$ cat src/rtl/v810_bus_pkg.sv
// Shared types and constants for the V810 external-bus responder.
// The region index is sized for the largest supported NREG (8).
package v810_bus_pkg;

  typedef enum logic [1:0] {
    IDLE = 2'd0,
    T1   = 2'd1,
    WAIT = 2'd2,
    LAST = 2'd3
  } state_t;

  localparam int NREG_MAX  = 8;
  localparam int REG_IDX_W = $clog2(NREG_MAX);

  typedef logic [REG_IDX_W-1:0] reg_idx_t;

  typedef struct packed {
    logic     miss;
    reg_idx_t idx;
  } region_t;

  localparam region_t REGION_MISS = '{miss: 1'b1, idx: '0};

  // ST[ST_ACK_BIT] marks a halt/fault acknowledge on a non-memory cycle
  localparam int         ST_ACK_BIT = 0;
  localparam logic [1:0] ST_MEM     = 2'b00;
  localparam logic [1:0] ST_HALT    = 2'b01;

endpackage

$ cat src/rtl/v810_bus_if.sv
// V810 bus, device-side data/enables and region configuration in one bundle.
// slave = the bus controller, master = CPU, memory devices and config source.
interface v810_bus_if #(
  parameter int NREG = 4,
  parameter int WSW  = 4
);

  logic [31:0]               A;
  logic [3:0]                BEn;
  logic [1:0]                ST;
  logic                      DAn;
  logic                      MRQn;
  logic                      RW;
  logic                      BCYSTn;
  logic                      READYn;
  logic                      SZRQn;
  logic [31:0]               D_O;
  logic [31:0]               D_I;      // write data from the execution unit
  logic [31:0]               MEM_DO;
  logic [31:0]               MEM_DI;
  logic [NREG-1:0]           MEM_nCE;
  logic [NREG-1:0][31:0]     CFG_BASE;
  logic [NREG-1:0][31:0]     CFG_MASK;
  logic [NREG-1:0][WSW-1:0]  CFG_WS;
  logic [NREG-1:0]           CFG_DW16;
  logic                      HALT_ACK;
  logic                      MISS;
  logic                      PROTO_ERR;

  modport slave (
    input  A, BEn, ST, DAn, MRQn, RW, BCYSTn, D_I, MEM_DO,
    input  CFG_BASE, CFG_MASK, CFG_WS, CFG_DW16,
    output READYn, SZRQn, D_O, MEM_DI, MEM_nCE, HALT_ACK, MISS, PROTO_ERR
  );

  modport master (
    output A, BEn, ST, DAn, MRQn, RW, BCYSTn, D_I, MEM_DO,
    output CFG_BASE, CFG_MASK, CFG_WS, CFG_DW16,
    input  READYn, SZRQn, D_O, MEM_DI, MEM_nCE, HALT_ACK, MISS, PROTO_ERR
  );

endinterface

$ cat src/rtl/v810_bus_decode.sv
// Combinational priority region matcher: hit when (a & mask) == base,
// lowest matching index wins.
module v810_bus_decode
  import v810_bus_pkg::*;
#(
  parameter int NREG = 4
) (
  input  logic [31:0]           a,
  input  logic [NREG-1:0][31:0] cfg_base,
  input  logic [NREG-1:0][31:0] cfg_mask,
  output logic                  hit,
  output reg_idx_t              idx
);

  // NOTE: every output gets a default before the loop so no latch is inferred.
  always_comb begin
    hit = 1'b0;
    idx = '0;
    // Walk downwards so the lowest matching index is the last one written.
    for (int i = NREG - 1; i >= 0; i--) begin
      if ((a & cfg_mask[i]) == cfg_base[i]) begin
        hit = 1'b1;
        idx = reg_idx_t'(i);
      end
    end
  end

endmodule

$ cat src/rtl/v810_bus_ctrl.sv
// V810 external-bus responder: region decode, per-region wait states,
// 16-bit bus sizing and lane steering, miss and halt-acknowledge handling.
module v810_bus_ctrl
  import v810_bus_pkg::*;
#(
  parameter int NREG    = 4,
  parameter int WSW     = 4,
  parameter int MISS_WS = 2
) (
  input  logic       CLK,
  input  logic       RES,
  input  logic       CE,
  v810_bus_if.slave  bus
);

  state_t         state_q, state_d;
  logic [WSW-1:0] wait_q, wait_d;
  region_t        region_q, region_d;
  logic           mem_q, mem_d;
  logic           rw_q, rw_d;
  logic           a1_q, a1_d;
  logic [3:0]     ben_q, ben_d;
  logic           dw16_q, dw16_d;
  logic           st_ack_q, st_ack_d;
  logic           proto_err_q, proto_err_d;

  logic           dec_hit;
  reg_idx_t       dec_idx;
  logic           accept;

  v810_bus_decode #(.NREG(NREG)) u_decode (
    .a        (bus.A),
    .cfg_base (bus.CFG_BASE),
    .cfg_mask (bus.CFG_MASK),
    .hit      (dec_hit),
    .idx      (dec_idx)
  );

  always_comb begin
    state_d     = state_q;
    wait_d      = wait_q;
    region_d    = region_q;
    mem_d       = mem_q;
    rw_d        = rw_q;
    a1_d        = a1_q;
    ben_d       = ben_q;
    dw16_d      = dw16_q;
    st_ack_d    = st_ack_q;
    proto_err_d = proto_err_q;
    accept      = 1'b0;

    unique case (state_q)
      IDLE: accept = !bus.BCYSTn;
      T1: begin
        proto_err_d = proto_err_q | !bus.BCYSTn;
        state_d     = (wait_q != '0) ? WAIT : LAST;
      end
      WAIT: begin
        proto_err_d = proto_err_q | !bus.BCYSTn;
        wait_d      = wait_q - WSW'(1);
        if (wait_q == WSW'(1)) state_d = LAST;
      end
      LAST: begin
        state_d = IDLE;
        accept  = !bus.BCYSTn;
      end
      default: state_d = IDLE;
    endcase

    // Config is sampled here only; later changes cannot disturb this cycle.
    if (accept) begin
      state_d  = T1;
      mem_d    = !bus.MRQn;
      rw_d     = bus.RW;
      a1_d     = bus.A[1];
      ben_d    = bus.BEn;
      st_ack_d = bus.ST[ST_ACK_BIT];
      region_d = REGION_MISS;
      dw16_d   = 1'b0;
      wait_d   = '0;
      if (!bus.MRQn) begin
        if (dec_hit) begin
          region_d = '{miss: 1'b0, idx: dec_idx};
          for (int i = 0; i < NREG; i++) begin
            if (dec_idx == reg_idx_t'(i)) begin
              dw16_d = bus.CFG_DW16[i];
              wait_d = bus.CFG_WS[i];
            end
          end
        end else begin
          wait_d = WSW'(MISS_WS);
        end
      end
    end
  end

  // NOTE: sequential state uses non-blocking assignments only; reset is
  // synchronous and wins over CE so an aborted cycle never reaches LAST.
  always_ff @(posedge CLK) begin
    if (RES) begin
      state_q     <= IDLE;
      wait_q      <= '0;
      region_q    <= REGION_MISS;
      mem_q       <= 1'b0;
      rw_q        <= 1'b0;
      a1_q        <= 1'b0;
      ben_q       <= 4'hF;
      dw16_q      <= 1'b0;
      st_ack_q    <= 1'b0;
      proto_err_q <= 1'b0;
    end else if (CE) begin
      state_q     <= state_d;
      wait_q      <= wait_d;
      region_q    <= region_d;
      mem_q       <= mem_d;
      rw_q        <= rw_d;
      a1_q        <= a1_d;
      ben_q       <= ben_d;
      dw16_q      <= dw16_d;
      st_ack_q    <= st_ack_d;
      proto_err_q <= proto_err_d;
    end
  end

  logic            busy, last, mem_hit, both_halves;
  logic [NREG-1:0] nce;
  logic [31:0]     d_o;

  assign busy        = (state_q != IDLE);
  assign last        = (state_q == LAST);
  assign mem_hit     = mem_q && !region_q.miss;
  assign both_halves = (ben_q[1:0] != 2'b11) && (ben_q[3:2] != 2'b11);

  // Handshake outputs depend on registered state only.
  always_comb begin
    nce = '1;
    if (busy && mem_hit) begin
      for (int i = 0; i < NREG; i++) begin
        if (region_q.idx == reg_idx_t'(i)) nce[i] = 1'b0;
      end
    end
  end

  always_comb begin
    d_o = '0;
    if (last && rw_q && mem_hit) begin
      if (!dw16_q)   d_o = bus.MEM_DO;
      else if (a1_q) d_o = {bus.MEM_DO[15:0], 16'h0000};
      else           d_o = {16'h0000, bus.MEM_DO[15:0]};
    end
  end

  assign bus.READYn    = !last;
  assign bus.SZRQn     = !(last && mem_hit && dw16_q && both_halves);
  assign bus.MEM_nCE   = nce;
  assign bus.D_O       = d_o;
  assign bus.MEM_DI    = dw16_q ? {16'h0000, (a1_q ? bus.D_I[31:16] : bus.D_I[15:0])}
                                : bus.D_I;
  assign bus.MISS      = last && mem_q && region_q.miss;
  assign bus.HALT_ACK  = last && !mem_q && st_ack_q;
  assign bus.PROTO_ERR = proto_err_q;

  logic unused_bus_bits;
  assign unused_bus_bits = ^{bus.DAn, bus.ST[1]};

endmodule

$ cat src/flat_wrapper.sv
// flat-port wrapper written by rule: the top's interface ports become plain ports
module v810_bus_ctrl_flat import v810_bus_pkg::*;
#(
  parameter int NREG    = 4,
  parameter int WSW     = 4,
  parameter int MISS_WS = 2
)
  (CLK, RES, CE, bus_A, bus_BEn, bus_ST, bus_DAn, bus_MRQn, bus_RW, bus_BCYSTn, bus_D_I, bus_MEM_DO, bus_CFG_BASE, bus_CFG_MASK, bus_CFG_WS, bus_CFG_DW16, bus_READYn, bus_SZRQn, bus_D_O, bus_MEM_DI, bus_MEM_nCE, bus_HALT_ACK, bus_MISS, bus_PROTO_ERR);
  v810_bus_if #(.NREG(NREG), .WSW(WSW)) bus_i ();
  input  logic CLK;
  input  logic RES;
  input  logic CE;
  input wire logic [$bits(bus_i.A)-1:0] bus_A;
  input wire logic [$bits(bus_i.BEn)-1:0] bus_BEn;
  input wire logic [$bits(bus_i.ST)-1:0] bus_ST;
  input wire logic [$bits(bus_i.DAn)-1:0] bus_DAn;
  input wire logic [$bits(bus_i.MRQn)-1:0] bus_MRQn;
  input wire logic [$bits(bus_i.RW)-1:0] bus_RW;
  input wire logic [$bits(bus_i.BCYSTn)-1:0] bus_BCYSTn;
  input wire logic [$bits(bus_i.D_I)-1:0] bus_D_I;
  input wire logic [$bits(bus_i.MEM_DO)-1:0] bus_MEM_DO;
  input wire logic [$bits(bus_i.CFG_BASE)-1:0] bus_CFG_BASE;
  input wire logic [$bits(bus_i.CFG_MASK)-1:0] bus_CFG_MASK;
  input wire logic [$bits(bus_i.CFG_WS)-1:0] bus_CFG_WS;
  input wire logic [$bits(bus_i.CFG_DW16)-1:0] bus_CFG_DW16;
  output wire logic [$bits(bus_i.READYn)-1:0] bus_READYn;
  output wire logic [$bits(bus_i.SZRQn)-1:0] bus_SZRQn;
  output wire logic [$bits(bus_i.D_O)-1:0] bus_D_O;
  output wire logic [$bits(bus_i.MEM_DI)-1:0] bus_MEM_DI;
  output wire logic [$bits(bus_i.MEM_nCE)-1:0] bus_MEM_nCE;
  output wire logic [$bits(bus_i.HALT_ACK)-1:0] bus_HALT_ACK;
  output wire logic [$bits(bus_i.MISS)-1:0] bus_MISS;
  output wire logic [$bits(bus_i.PROTO_ERR)-1:0] bus_PROTO_ERR;
  assign bus_i.A = bus_A;
  assign bus_i.BEn = bus_BEn;
  assign bus_i.ST = bus_ST;
  assign bus_i.DAn = bus_DAn;
  assign bus_i.MRQn = bus_MRQn;
  assign bus_i.RW = bus_RW;
  assign bus_i.BCYSTn = bus_BCYSTn;
  assign bus_i.D_I = bus_D_I;
  assign bus_i.MEM_DO = bus_MEM_DO;
  assign bus_i.CFG_BASE = bus_CFG_BASE;
  assign bus_i.CFG_MASK = bus_CFG_MASK;
  assign bus_i.CFG_WS = bus_CFG_WS;
  assign bus_i.CFG_DW16 = bus_CFG_DW16;
  assign bus_READYn = bus_i.READYn;
  assign bus_SZRQn = bus_i.SZRQn;
  assign bus_D_O = bus_i.D_O;
  assign bus_MEM_DI = bus_i.MEM_DI;
  assign bus_MEM_nCE = bus_i.MEM_nCE;
  assign bus_HALT_ACK = bus_i.HALT_ACK;
  assign bus_MISS = bus_i.MISS;
  assign bus_PROTO_ERR = bus_i.PROTO_ERR;
  v810_bus_ctrl #(.NREG(NREG), .WSW(WSW), .MISS_WS(MISS_WS)) u_core (.CLK(CLK), .RES(RES), .CE(CE), .bus(bus_i));
endmodule
$ cat config.mk
export PLATFORM = sky130hd
export DESIGN_NAME = v810_bus_ctrl_flat
export DESIGN_NICKNAME = d
export VERILOG_FILES = /design/src/rtl/v810_bus_pkg.sv /design/src/rtl/v810_bus_if.sv /design/src/rtl/v810_bus_decode.sv /design/src/rtl/v810_bus_ctrl.sv /design/src/flat_wrapper.sv
export SDC_FILE = /design/constraint.sdc
export NUM_CORES = 1
export LEC_CHECK = 0
export CAP_MARGIN = 10
export CELL_PAD_IN_SITES_DETAIL_PLACEMENT = 1
export CELL_PAD_IN_SITES_GLOBAL_PLACEMENT = 1
export CORE_ASPECT_RATIO = 0.75
export CORE_MARGIN = 10
export CORE_UTILIZATION = 18
export DETAILED_ROUTE_END_ITERATION = 12
export HOLD_SLACK_MARGIN = 0.08
export PLACE_DENSITY = 0.84
export SLEW_MARGIN = 20
export SYNTH_ARGS = -nofsm -noshare
export SYNTH_HDL_FRONTEND = slang
export SYNTH_SLANG_ARGS = --single-unit
$ cat constraint.sdc
create_clock -name CLK -period 2.45 [get_ports CLK]
set_input_delay 0.49 -clock CLK [delete_from_list [all_inputs] [get_ports CLK]]
set_output_delay 0.49 -clock CLK [all_outputs]
set_load 0.01 [all_outputs]
# == After elaboration in Yosys (flattened, before gate mapping) ==
# Index checks and enable logic that the tools add are counted.
# totals
mem_count,0
ramBits,0
ff_bits,20
word_cells,104
latchBits,0
output_inout_bits,73
romBits,0
# op_classes
n_addsub,1
shifts,0
n_lt_le_gt_ge,0
n_eq_ne,17
n_reduce_logical,31
n_mul,0
n_bitwise,5
n_mux,39
n_div,0
# op_table
cell,count
bitwise AND 32 bit,4
== test 32 bit,4
2-to-1 mux 32 bit,4
2-to-1 mux 4 bit,11
2-to-1 mux 1 bit,16
2-to-1 mux 16 bit,1
== test 3 x 2 -> 1 bit (second input constant),4
logical AND 1 bit,12
2-to-1 mux 3 bit,3
nonzero test 4 bit,2
== test 3 x 1 -> 1 bit (second input constant),2
zero test 1 bit,6
zero test 3 bit,2
2-to-1 mux 2 bit,3
case mux 2 bit (3 select lines),1
AND reduction 2 bit,3
== test 2 bit (second input constant),2
== test 4 x 1 -> 1 bit (second input constant),1
!= test 2 bit (second input constant),2
nonzero test 2 bit,2
OR reduction 2 bit,2
subtractor 4 x 1 -> 4 bit (second input constant),1
!= test 3 x 1 -> 1 bit (second input constant),1
AND reduction 3 bit,1
other kinds (3),3

# == Longest topological paths before layout ==
# Gate-level depths: netlist of run 1.
# depth
depth_word,14
depth_mapped,10
ltp_nobuf,9

# == Cells and area by module ==
# A second synthesis of run 1 with hierarchy kept.
# unflattened
hier_cells,637
area_unflattened_um2,4302.9
# modules_own_cells
mod,area_per_inst_um2,cells_each,seq_area_each_um2,instances
v810_bus_decode,2408.6,353,0.0,1
v810_bus_ctrl,1894.3,284,400.4,1

# == Worst setup path after synthesis of run 1 ==
# Ideal clock, no wire load.
# synth_timing
path_type,input to register
start,in bus_A[14]
end,reg u_core.wait_q[0]
path_buffers,1
t_required_ns,2.329
arrival_time_ns,2.146
path_slack_ns,0.182
cell_stages,8
path_cell_list,buf_2 a21o_1 a211oi_1 nand4_1 or4_4 and2_1 a221oi_2 o21bai_1
# synth_between
elab_chain_cells,14
# synth_rtl
element,line_no,text
from (decl),flat_wrapper.sv:13,input wire logic [$bits(bus_i.A)-1:0] bus_A;
bitwise AND 32 bit,v810_bus_decode.sv:21,if ((a & cfg_mask[i]) == cfg_base[i]) begin
== test 32 bit,v810_bus_decode.sv:21,
2-to-1 mux 2 bit,v810_bus_decode.sv:21,
2-to-1 mux 3 bit (3 in a row),v810_bus_decode.sv:21,
zero test 3 bit,v810_bus_ctrl.sv:85,if (dec_idx == reg_idx_t'(i)) begin
2-to-1 mux 4 bit (4 in a row),v810_bus_ctrl.sv:85,
2-to-1 mux 4 bit *,v810_bus_ctrl.sv:82,if (dec_hit) begin
2-to-1 mux 4 bit *,v810_bus_ctrl.sv:81,if (!bus.MRQn) begin
2-to-1 mux 4 bit *,v810_bus_ctrl.sv:71,if (accept) begin
to (signal assigned),v810_bus_ctrl.sv:113,wait_q <= wait_d;
to (decl),v810_bus_ctrl.sv:17,"logic [WSW-1:0] wait_q, wait_d;"
# Mark *: on every way between the ends. The rest lies on a longest branch, timed or not.
# A chain may end at the register's enable or synchronous reset.

# == Final worst setup path of run 1 ==
# layout_timing
start,in bus_CFG_BASE[81]
end,reg u_core.wait_q[2]
# layout_between
elab_chain_cells,12
# layout_rtl
element,line_no,text
from (decl),flat_wrapper.sv:22,input wire logic [$bits(bus_i.CFG_BASE)-1:0] bus_CFG_BASE;
== test 32 bit *,v810_bus_decode.sv:21,
2-to-1 mux 3 bit (3 in a row),v810_bus_decode.sv:21,
zero test 3 bit,v810_bus_ctrl.sv:85,
2-to-1 mux 4 bit (4 in a row),v810_bus_ctrl.sv:85,
2-to-1 mux 4 bit *,v810_bus_ctrl.sv:82,
2-to-1 mux 4 bit *,v810_bus_ctrl.sv:81,
2-to-1 mux 4 bit *,v810_bus_ctrl.sv:71,
# Marks and branches as above.

==> results.md, run 1 <==
Run status:
- The run finished, with violations left.
- The final reports fail on setup timing.

Detailed routing:
- The ratio of routed vias to standard cells is 5.110.
- Detailed routing inserted a total of 7,783 vias.
- The routed wire length per instance is 24.61 µm.
- The remaining number of nets flagged by the antenna check after routing is 0.
- The detailed router finished its first iteration with between 300 and 400 violations.
- After detailed routing, the total wire length is about 37,000 µm.
- The total DRC errors in the routed layout is 0.
- Before antenna repair, the detailed router went through 4 iterations.

Synth:
- The total of flip-flops plus latches after synthesis is 19.
- The fraction of the yosys area taken by sequential cells is 8.726%.
- The unique cell type count in the Yosys netlist is 60.
- The number of warning messages in the yosys log is 0.
- The number of nets handed over by synthesis was 1,048.
- The cell area that synthesis handed to floorplanning was 0.004359 mm².
- The share of flip-flops with an asynchronous set or reset after synthesis is 0%.
- The count of mapped cells out of synthesis is 657.
- After synthesis, the mean cell area works out to 6.635 µm².
- In this run, synthesis inferred 0 flip-flops with an integrated enable.
- In the synthesized netlist the dominant register cell turns out to be sky130_fd_sc_hd__dfxtp_1.

Flow run:
- The max capacitance violation total is 0.

Clock tree:
- The number of buffers inserted during clock tree synthesis is 3.
- The tree built by TritonCTS fans out to 19 sinks.
- TritonCTS built the clock tree.
- The number of buffers between clock root and the deepest sink is 2.
- The later pin in the worst-skew pair is clocked with a latency of 0.25 ns.
- CTS built an H-tree with a depth of 1.
- The root buffer cell chosen for the clock tree is sky130_fd_sc_hd__clkbuf_16.
- After clock tree synthesis, the clock-pin slew on the worst setup and hold paths is 0.06 ns.

STA:
- The worst slew margin relative to its limit is between 60% and 70%.
- The fraction of the cycle the final worst path needs is 102.6%.
- The worst setup margin is -0.06259 ns.
- On the final layout, the worst clock skew is 0.0009940 ns.
- Setup repair after global routing could not meet its margin everywhere.
- The count of final hold-check violations is 0.
- The final count of pins violating max slew is 0.
- At the pin with the least slew margin, the transition time is 0.5358 ns.
- The maximum clock rate is 398.0 MHz.
- The shortest clock period the worst path allows after layout is roughly 2.5 ns.
- Setup violations remaining at the end of the flow were counted as 5.

Placement:
- Once placement completed, the tool counted placed cells totaling ~1,500.
- In this run the tool buffered the top-level ports with 455 buffer cells.
- The sum of net half-perimeters after detailed placement is 31,330 µm.
- The final RePlAce weighted congestion is 0.9440.

GRT:
- The wire length of the first global-routing pass is around 52,000 µm.
- The via count of the first global-routing pass is 8,340.
- The number of antenna violations at the first check in global routing is 15.
- Entering global routing, the biggest net connects 36 pins.
- The overall global routing resource usage is 21.96%.
- After global routing the overflow that remains totals 0.

Worst hold path:
- The class of the tightest hold or removal check is register to register.

Power and ir drop:
- Total power for the finished layout comes to roughly 2.3 mW.
- The static leakage power is ~5.3 nW.
- The largest vdd supply drop is about 0.00023 V.
- The total power divided by cell area is 215.6 mW/mm².

Floorplan:
- The die area is 0.03091 mm².
- The width of the die is 199.7 µm.
- After floorplanning, the core was divided into 49 placement rows.
- The effective utilization at floorplan is between 10% and 20%.
- The core region is ~0.024 mm².
- The number of I/O pins is 458.
- The y dimension of the die is 154.8 µm.

Setup path:
- Of all nets on the critical path, the largest fanout is 4.
- The sort of element at the end of the critical path is a register.
- STA classifies the critical path startpoint as an input port.
- The start-to-end type of the worst setup path is input port to register.
- The endpoint arrival time on the critical path is 2.70 ns.
- Data on the critical path is required at its endpoint by approximately 2.6 ns.

Final layout:
- The multi-input combinational cells in the finished layout cover a total of 0.004275 mm².
- The most common cell after layout, fill and taps aside is sky130_fd_sc_hd__clkdlybuf4s50_1.
- The post-route netlist has about 22% of its cells at a drive strength greater than 1.
- The number of nets in the layout is 1,592.
- The number of standard cells in the layout, taps in and fillers out is between 1,500 and 2,000.
- The synthesis-to-layout area growth is 141.8%.
- The area taken by flip-flops and latches is around 380 µm².
- The filler cells instantiated in the layout total 2,908.
- The top cell types in the final layout, fill and taps aside, are 201 x sky130_fd_sc_hd__clkdlybuf4s50_1, 125 x sky130_fd_sc_hd__dlygate4sd2_1, 84 x sky130_fd_sc_hd__a21oi_1.
==> registers in the layout, summed over array words and instances, names as in the netlist <==
signal and count:
u_core.a1_q 1, u_core.ben_q 4, u_core.bus.PROTO_ERR 1, u_core.dw16_q 1, u_core.mem_q 1, u_core.region_q 3, u_core.rw_q 1, u_core.st_ack_q 1
u_core.state_q 2, u_core.wait_q 4
==> repair_timing <==
| action | in CTS | in global routing |
|---|---|---|
| pin swaps | 102 | 66 |
| setup endpoints to repair | 45 | 22 |
| hold buffers | 0 | 0 |
| cloned | 2 | 1 |
| gates resized for setup | 386 | 161 |
| buffers inserted | 16 | 11 |
==> Yosys cell counts, types with 3 or more instances <==
cell | number | area share, %
sky130_fd_sc_hd__a21oi_1 | 93 | 11
sky130_fd_sc_hd__nand2_1 | 77 | 6.6
sky130_fd_sc_hd__and3_1 | 63 | 9.0
sky130_fd_sc_hd__nand3_1 | 36 | 4.1
sky130_fd_sc_hd__a211oi_1 | 32 | 5.5
sky130_fd_sc_hd__a21boi_0 | 32 | 5.5
sky130_fd_sc_hd__and3b_1 | 32 | 6.4
sky130_fd_sc_hd__nor2b_1 | 32 | 4.6
sky130_fd_sc_hd__o22a_1 | 32 | 6.4
sky130_fd_sc_hd__a21o_1 | 30 | 5.2
sky130_fd_sc_hd__nor2_1 | 29 | 2.5
sky130_fd_sc_hd__and2_1 | 20 | 2.9
sky130_fd_sc_hd__dfxtp_1 | 19 | 8.7
sky130_fd_sc_hd__clkbuf_1 | 16 | 1.4
sky130_fd_sc_hd__nand4_1 | 15 | 2.2
sky130_fd_sc_hd__o21ai_0 | 9 | 1.0
sky130_fd_sc_hd__inv_1 | 8 | 0.69
sky130_fd_sc_hd__ha_1 | 6 | 1.7
sky130_fd_sc_hd__buf_2 | 5 | 0.57
sky130_fd_sc_hd__nand3b_1 | 5 | 0.86
sky130_fd_sc_hd__nor3_1 | 5 | 0.57
sky130_fd_sc_hd__a211oi_2 | 3 | 0.86
sky130_fd_sc_hd__a31oi_1 | 3 | 0.43
sky130_fd_sc_hd__nand2b_1 | 3 | 0.43
sky130_fd_sc_hd__nor4b_1 | 3 | 0.60
==> stage by stage <==
step	area, µm²	TNS, ns	utilization (%)	worst slack, ns	hold WS (ns)
4_1_cts	10230	-0.02242	42.79	-0.01871	0.4808
3_5_place_dp	9829	-9.246	41.11	-0.8571	0.4673
3_3_place_gp	9829	-6.841	41.11	-0.7678	0.4432
6_report	10540	-0.1276	44.09	-0.06259	0.4751
5_1_grt	10540	-0.6259	44.07	-0.1367	0.4852
2_1_floorplan	4359	0	-	0.1824	0.4315
==> final timing paths <==
path	from	to	slack [ns]	cells past startpoint
worst max-delay path	bus_CFG_BASE[81]	u_core.wait_q[2]	-0.06	9
worst min-delay path	u_core.st_ack_q	u_core.st_ack_q	0.48	2
worst max register to register	u_core.state_q[0]	u_core.wait_q[3]	0.24	10
worst min register to register	u_core.st_ack_q	u_core.st_ack_q	0.48	2
==> critical path, stage by stage <==
cell                              delay [ns]
sky130_fd_sc_hd__clkdlybuf4s50_1        0.52
sky130_fd_sc_hd__and3_1                 0.18
sky130_fd_sc_hd__o22a_1                 0.12
sky130_fd_sc_hd__nand4_1                0.18
sky130_fd_sc_hd__or4_4                  0.59
sky130_fd_sc_hd__buf_6                  0.15
sky130_fd_sc_hd__a211oi_2               0.25
sky130_fd_sc_hd__o2bb2ai_1              0.09
sky130_fd_sc_hd__o21ai_1                0.13
==> cells by family (layout without fill, tap and decap cells) <==
family	after synthesis	count (layout)	synth area share, %
simple gates	337	337	44.83
buf+inv	31	574	3.157
fa+ha+maj	6	6	1.722
xor+xnor	1	1	0.2010
flops	19	19	8.725
compound gates	262	262	41.13
other cells	0	17	0
mux	1	1	0.2296
==> report_power, final <==
group	internal, mW	switching (mW)	total (mW)
combinational	0.887	0.645	1.53
sequential	0.351	0.0438	0.395
clock	0.219	0.127	0.346
==> layer usage <==
layer,share of wire [%],GRT usage [%],vias up
li1,-,-,3628
met1,41,26.35,3825
met2,50,39.81,288
met3,6.6,3.556,42
met4,2.0,4.892,0
met5,0,0,-
==> area by class of cell <==
type	instances	share of cell area [%]
antenna	17	0.4035
clock buffer	3	0.7121
clock inverter	1	0.04747
inverter	8	0.2848
multi-input combinational	607	40.55
sequential	19	3.632
tap	306	3.632
timing repair buffer	562	50.74
No activity file was read; power rests on OpenSTA's default activity.
==> run 2: changes to the inputs <==
--- a/config.mk
+++ b/config.mk
@@ -5,8 +5,9 @@
 export SDC_FILE = /design/constraint.sdc
 export NUM_CORES = 1
 export LEC_CHECK = 0
+export ABC_AREA = 0
 export CAP_MARGIN = 10
-export CELL_PAD_IN_SITES_DETAIL_PLACEMENT = 1
+export CELL_PAD_IN_SITES_DETAIL_PLACEMENT = 0
 export CELL_PAD_IN_SITES_GLOBAL_PLACEMENT = 1
 export CORE_ASPECT_RATIO = 0.75
 export CORE_MARGIN = 10
==> results.md, run 2 (synthesis results as in run 1) <==
Final layout:
- The filler cell count is between 2,000 and 2,500.
- For this run, the post-layout net count is roughly 1,600.
- The library cell used most frequently in the layout, excluding fill and tap cells, is sky130_fd_sc_hd__clkdlybuf4s50_1.
- The proportion of layout cells with a drive suffix above 1 is 20.33%.
- In the final layout, the registers with the most flip-flops are u_core.ben_q: 4 flops, u_core.wait_q: 4 flops, u_core.region_q: 3 flops.
- The count of cells in the finished layout, fillers not included, comes to 1,518.
- Relative to the synthesized area, the layout overhead comes to 140.9%.
- Leaving out fill and tap cells, the most frequent cells in the layout are 227 x sky130_fd_sc_hd__clkdlybuf4s50_1, 97 x sky130_fd_sc_hd__dlygate4sd2_1, 83 x sky130_fd_sc_hd__a21oi_1.

Clock tree:
- The clock transition time at the flip-flop clock pins of the worst setup and hold paths is 0.06 ns.
- At the later pin of the worst-skew pair, clock insertion delay measures 0.25 ns.
- The root buffer cell is sky130_fd_sc_hd__clkbuf_16.
- The number of buffers inserted for hold repair after clock tree synthesis is 0.
- TritonCTS built the clock tree.
- The number of buffers inserted during clock tree synthesis is 3.
- The number of levels in the clock H-tree is 1.
- The number of buffers between clock root and the deepest sink is 2.
- The number of clock sinks is 19.

STA:
- The setup TNS is -0.01438 ns.
- Counting I/O delays and the setup requirement, the final critical path takes approximately 2.5 ns.
- Static timing analysis puts the maximum clock frequency at 406.9 MHz.
- On the final layout, the worst hold slack is 0.4645 ns.
- Dividing the final minimum period by the clock period gives 100.3%.
- The final count of pins violating max slew is 0.
- The worst slew margin relative to its limit is 66.79%.
- Setup repair after global routing could not meet its margin everywhere.
- For the final database, setup skew stands at 0.001278 ns.
- The transition at the pin with the smallest max-transition slack is between 0.4 and 0.5 ns.
- The count of final hold-check violations is 0.
- The worst setup margin is -0.007875 ns.
- The number of setup violations in the final report is 2.

Placement:
- The final RePlAce weighted congestion is around 0.94.
- Input and output buffers added on the ports amount to 455.
- The total placed cells including tap cells is ~1,500.
- Detailed placement ended at an HPWL of 28,720 µm.

Worst hold path:
- The beginning of the worst hold path is u_core.a1_q.
- The worst-case hold path end point is u_core.a1_q.
- The class of the tightest hold or removal check is register to register.
- Along the worst hold path, the cell count comes to 2.

Floorplan:
- The die area is 0.03091 mm².
- The initial utilization of the core area, before any placement, comes to 18.23%.
- The floorplan step set the die height to 154.8 µm.
- The number of I/O pins is 458.
- The width of the die is between 150 and 200 µm.
- The placeable core region is 0.02391 mm².
- The number of standard-cell rows in the floorplan is a little under 50.

Setup path:
- The worst setup path is captured at a register.
- The element type at the critical path start is an input port.
- The endpoint required time on the critical path is 2.64 ns.
- Setup slack on the worst reg-to-reg path comes out at 0.33 ns.
- The worst-case reg-to-reg path depth is 9.
- The startpoint identified for the worst register-to-register timing path is u_core.state_q[0].
- The critical path is of the input port to register type.
- In this run the worst path has a maximum fanout of 6.
- The endpoint arrival time on the critical path is 2.65 ns.
- The endpoint identified for the worst register-to-register timing path is u_core.wait_q[2].

Run status:
- The checks that failed: setup timing.
- The run finished, with violations left.

GRT:
- The number of antenna violations at the first check in global routing is 12.
- The pin count of the biggest net entering global routing is 36.
- The wire length of the first global-routing pass is ~48,000 µm.
- The via count of the first global-routing pass is between 7,000 and 8,000.
- The total overflow left after global routing is 0.
- Global routing used 19.92% of the available tracks across all layers.

Detailed routing:
- The final layout contains routed wiring with a total length of between 30,000 and 40,000 µm.
- The ratio of routed vias to standard cells is between 4 and 5.
- The overall via count from detail_route is about 7,500.
- The iteration count of the initial detailed-routing pass is 5.
- The routed wire length per instance is around 22 µm.
- The count of nets left with antenna violations once routing finished came out at 0.
- After detailed routing, the number of remaining DRC violations is 0.
- The detailed router finished its first iteration with 374 violations.

Power and ir drop:
- The total internal power is 1.471 mW.
- The fraction of power spent switching nets is 34.25%.
- Overall power consumption after layout is estimated at 2.237 mW.
- In this run, flip-flops and latches consume 17.2% of the power.
- The part of the total power dissipated in combinational logic is between 60 and 70%.
- The total power divided by cell area is 213.0 mW/mm².
- In this run, the clock network consumes approximately 15% of the power.
- VDD sags by at most 0.0002991 V.
- The static leakage power is 5.357 nW.
- The net switching power is 0.7660 mW.

Flow run:
- The max capacitance violation total is 0.
-- run 2: cell count changes in the layout (fill, tap and decap cells not counted), moves of 6 or more --
cell,change
sky130_fd_sc_hd__a21boi_0,+6
sky130_fd_sc_hd__clkdlybuf4s50_1,+26
sky130_fd_sc_hd__dlymetal6s2s_1,+9
sky130_fd_sc_hd__dlygate4sd2_1,-28
sky130_fd_sc_hd__buf_6,+8
sky130_fd_sc_hd__buf_2,-7
-- run 2: worst max path at each step --
stage	startpoint	endpoint	slack [ns]	cells after the start
2_1_floorplan	bus_A[14]	u_core.wait_q[0]	0.18	8
3_3_place_gp	bus_A[22]	u_core.wait_q[1]	-0.77	12
3_5_place_dp	bus_A[22]	u_core.wait_q[1]	-0.81	12
4_1_cts	bus_A[5]	u_core.dw16_q	-0.004	12
5_1_grt	bus_A[9]	u_core.wait_q[3]	-0.15	12
6_report	bus_CFG_MASK[52]	u_core.wait_q[3]	-0.008	8
-- run 2: critical path: stages --
cell and delay (ns):
sky130_fd_sc_hd__clkdlybuf4s50_1 0.47, sky130_fd_sc_hd__and3_1 0.15, sky130_fd_sc_hd__o22a_1 0.12, sky130_fd_sc_hd__nand4_1 0.22
sky130_fd_sc_hd__or4_4 0.68, sky130_fd_sc_hd__buf_6 0.17, sky130_fd_sc_hd__a31o_2 0.20, sky130_fd_sc_hd__a21oi_2 0.13
-- run 2: layer usage --
metal  vias to the layer above  track usage, %  share of wire, %
met5                         -               0             0.072
met4                         4           4.353               1.3
met3                        26           3.859               7.9
met2                       289           34.15                49
met1                      3533           25.10                42
li1                       3632               -                 -
-- run 2: what timing repair did --
item / in CTS / in global routing
cloned: 3 / 0
setup endpoints to repair: 44 / 21
resized for setup: 317 / 183
pin swaps: 86 / 80
buffers inserted: 21 / 8
-- run 2: cell type report --
class | count | area, µm² | share of cell area (%)
repair buffers | 562 | 5410 | 51.51
multi-input cells | 607 | 4188 | 39.87
well taps | 306 | 382.9 | 3.645
flip-flops and latches | 19 | 381.6 | 3.634
clock buffers | 3 | 75.07 | 0.7148
inverters | 8 | 30.03 | 0.2859
diodes | 12 | 30.03 | 0.2859
clock inverters | 1 | 5.005 | 0.04765
-- run 2: metrics by stage --
stage	setup slack [ns]	util, %	instance area (µm²)
CTS	-0.003521	42.77	10230
detailed placement	-0.8078	41.11	9829
finish	-0.007875	43.92	10500
floorplan	0.1824	-	4359
global placement	-0.7678	41.11	9829
global route	-0.1489	43.90	10500
-- run 2: power groups by stage --
stage / Combinational [mW] / Clock, mW / Sequential [mW]
floorplan: 0.481 / 0 / 0.386
global placement: 1.46 / 0 / 0.389
detailed placement: 1.48 / 0 / 0.389
CTS: 1.49 / 0.349 / 0.385
global route: 1.64 / 0.356 / 0.390
finish: 1.51 / 0.343 / 0.386
==> run 3: changes to the inputs <==
--- a/config.mk
+++ b/config.mk
@@ -6,6 +6,7 @@
 export NUM_CORES = 1
 export LEC_CHECK = 0
 export ABC_AREA = 0
+export ABC_CLOCK_PERIOD_IN_PS = 2450
 export CAP_MARGIN = 10
 export CELL_PAD_IN_SITES_DETAIL_PLACEMENT = 0
 export CELL_PAD_IN_SITES_GLOBAL_PLACEMENT = 1
@@ -15,6 +16,7 @@
 export DETAILED_ROUTE_END_ITERATION = 12
 export HOLD_SLACK_MARGIN = 0.08
 export PLACE_DENSITY = 0.84
+export SKIP_LAST_GASP = 1
 export SLEW_MARGIN = 20
 export SYNTH_ARGS = -nofsm -noshare
 export SYNTH_HDL_FRONTEND = slang
==> results.md, run 3 (synthesis results as in run 1) <==
Run status:
- The run finished, with violations left.
- The checks that failed: setup timing.

Placement:
- Once placement finished, the instance area stood at 0.009829 mm².
- The pre-CTS worst setup slack is -0.8078 ns.
- The number of buffer cells added on primary ports is 455.
- Once placement completed, the tool counted placed cells totaling 1,477.
- The final RePlAce weighted congestion is 0.9440.
- The sum of net half-perimeters after detailed placement is 28,720 µm.

Power and ir drop:
- The total internal power is about 1.5 mW.
- In this run the static leakage power is roughly 5.6 nW.
- The part of the power in registers is around 17%.
- Net switching is roughly a third of the power.
- In this run, the combinational gates consume 67.4% of the power.
- The power consumption is 2.230 mW.
- The total power divided by cell area is 211.3 mW/mm².
- Per report_power, the clock group accounts for 15.4% of the total.
- The largest vdd supply drop is ~0.00030 V.
- The net switching power is about 0.76 mW.

Final layout:
- The library cell used most frequently in the layout, excluding fill and tap cells, is sky130_fd_sc_hd__clkdlybuf4s50_1.
- After routing the design area is 0.01055 mm².
- The multi-input combinational cells in the finished layout cover a total of roughly 0.0042 mm².
- The number of nets in the layout is between 1,500 and 2,000.
- The post-route core utilization is about 44%.
- Leaving out fill and tap cells, the most frequent cells in the layout are 223 x sky130_fd_sc_hd__clkdlybuf4s50_1, 88 x sky130_fd_sc_hd__dlymetal6s2s_1, 83 x sky130_fd_sc_hd__dlygate4sd2_1.
- Compared with the post-synthesis result, the final layout area differs by 142.1%.
- In the final layout, the registers with the most flip-flops are u_core.ben_q: 4 flops, u_core.wait_q: 4 flops, u_core.region_q: 3 flops.
- The area taken by flip-flops and latches is 380.4 µm².
- The proportion of layout cells with a drive suffix above 1 is a little under 20%.
- Counting the fill cells in the layout gives 2,466.
- The number of standard cells in the layout, taps in and fillers out is about 1,500.

Setup path:
- The sort of element at the end of the critical path is an output port.
- The start-to-end type of the worst setup path is register to output port.
- The worst setup path is launched from a register.
- The slack of the worst reg-to-reg path is about 0.32 ns.
- The endpoint arrival time on the critical path is 2.16 ns.
- The largest stage delay on the critical path is 0.55 ns.
- The highest-delay cell along the critical path is sky130_fd_sc_hd__clkdlybuf4s50_1.
- The biggest fanout along the worst timing path is 6.
- Walking the worst path, the cells encountered are ha_1 > inv_1 > nor3b_2 > nand2_2 > nor2_4 > buf_4 > and2_1 > clkdlybuf4s50_1.
- The top cell family by delay on the critical path is buffers and inverters.
- The endpoint required time on the critical path is between 1.5 and 2 ns.
- The worst path buffer plus inverter count is 3.

GRT:
- The number of antenna violations at the first check in global routing is 13.
- Entering global routing, the biggest net connects 36 pins.
- The via count of the first global-routing pass is 7,422.
- The first global-routing pass estimated roughly 48,000 µm of wire.
- The overall global routing resource usage is 19.87%.
- Summed over all layers, the global routing overflow is 0.

Floorplan:
- The number of I/O pins is 458.
- Once the floorplan was initialized, standard cells occupied roughly 18% of the core.
- The y dimension of the die is 154.8 µm.
- The width of the die is 199.7 µm.
- The die covers 0.03091 mm².
- The total area inside the core boundary comes to 0.02391 mm².
- The initialized floorplan defines 49 standard-cell rows.

Detailed routing:
- The wire length reported by the detailed router is 33,700 µm.
- The total DRC errors in the routed layout is 0.
- The first TritonRoute pass finished after 5 iterations.
- The initial detailed-routing violation count is 355.
- The remaining number of nets flagged by the antenna check after routing is 0.
- In the final routed layout, each cell accounts on average for 22.23 µm.
- Across all layers, the routed design uses approximately 7,500 vias.
- Using the TritonRoute via totals, the vias-per-cell ratio works out to 4.945.

Clock tree:
- CTS saw 19 sinks.
- TritonCTS built the clock tree.
- The later-pin clock latency in the skew report is approximately 0.25 ns.
- The clock transition time at the flip-flop clock pins of the worst setup and hold paths is 0.06 ns.
- The clock passes through at most 2 buffers.
- The number of buffers inserted during clock tree synthesis is 3.
- CTS built an H-tree with a depth of 1.
- The root buffer cell is sky130_fd_sc_hd__clkbuf_16.

STA:
- The maximum clock rate is roughly 380 MHz.
- The number of setup violations in the final report is 8.
- The count of final hold-check violations is 0.
- The final count of pins violating max slew is 0.
- The maximum clock skew at final layout is 0.0008435 ns.
- The fraction of the cycle the final worst path needs is 108.3%.
- The transition at the pin with the smallest max-transition slack is just under 0.5 ns.
- The worst setup margin is -0.2043 ns.
- The final-layout worst hold slack is around 0.47 ns.
- The worst slew margin relative to its limit is 66.99%.
- For the final routed database, the setup TNS stands at -0.7546 ns.
- The worst path in the final design needs a cycle of 2.654 ns, including I/O delays and setup.
- Setup repair after global routing could not meet its margin everywhere.

Worst hold path:
- In this run the worst hold path is classified as register to register.

Flow run:
- The tool flagged a number of max-cap violations equal to 0.
==> run 3: timing repair <==
action	in CTS	in global routing
hold buffers	0	0
gates resized for setup	282	211
pin swaps	84	106
setup buffers	21	5
endpoints found under the hold margin	0	0
endpoints found under the setup margin	44	36
gates cloned	3	0
==> run 3: worst paths after layout <==
kind	start	to	depth (start not counted)
worst max-delay path	u_core.state_q[0]	bus_D_O[9]	8
worst min-delay path	u_core.a1_q	u_core.a1_q	2
worst max register to register	u_core.state_q[0]	u_core.wait_q[2]	8
worst min register to register	u_core.a1_q	u_core.a1_q	2
==> run 3: cell type report <==
| cell class | count | share of cell area [%] |
|---|---|---|
| antenna | 13 | 0.3082 |
| clock buffer | 3 | 0.7113 |
| clock inverter | 1 | 0.04742 |
| inverter | 8 | 0.2845 |
| multi-input combinational | 607 | 39.67 |
| sequential | 19 | 3.604 |
| tap | 306 | 3.628 |
| timing repair buffer | 559 | 51.75 |
==> run 3: power groups by stage <==
| stage | registers, mW | clock network, mW | logic, mW |
|---|---|---|---|
| finish | 0.384 | 0.343 | 1.50 |
| global route | 0.389 | 0.356 | 1.63 |
| CTS | 0.384 | 0.349 | 1.48 |
| detailed placement | 0.389 | 0 | 1.48 |
| global placement | 0.389 | 0 | 1.46 |
| floorplan | 0.386 | 0 | 0.481 |
==> run 3: layer usage <==
layer,wire length (µm),track usage (%)
met5,24,0
met4,462,4.353
met3,2774,3.859
met2,16490,34.03
met1,13950,25.05
==> run 3: worst register-to-register path, delay by kind of cell, from the launching register on <==
family	cells	cell delay [ns]
AO/OA/AOI/OAI	3	0.62
buffers and inverters	3	0.38
adder cells (fa/ha/maj)	1	0.38
flip-flops	1	0.34
AND/OR/NAND/NOR	1	0.34
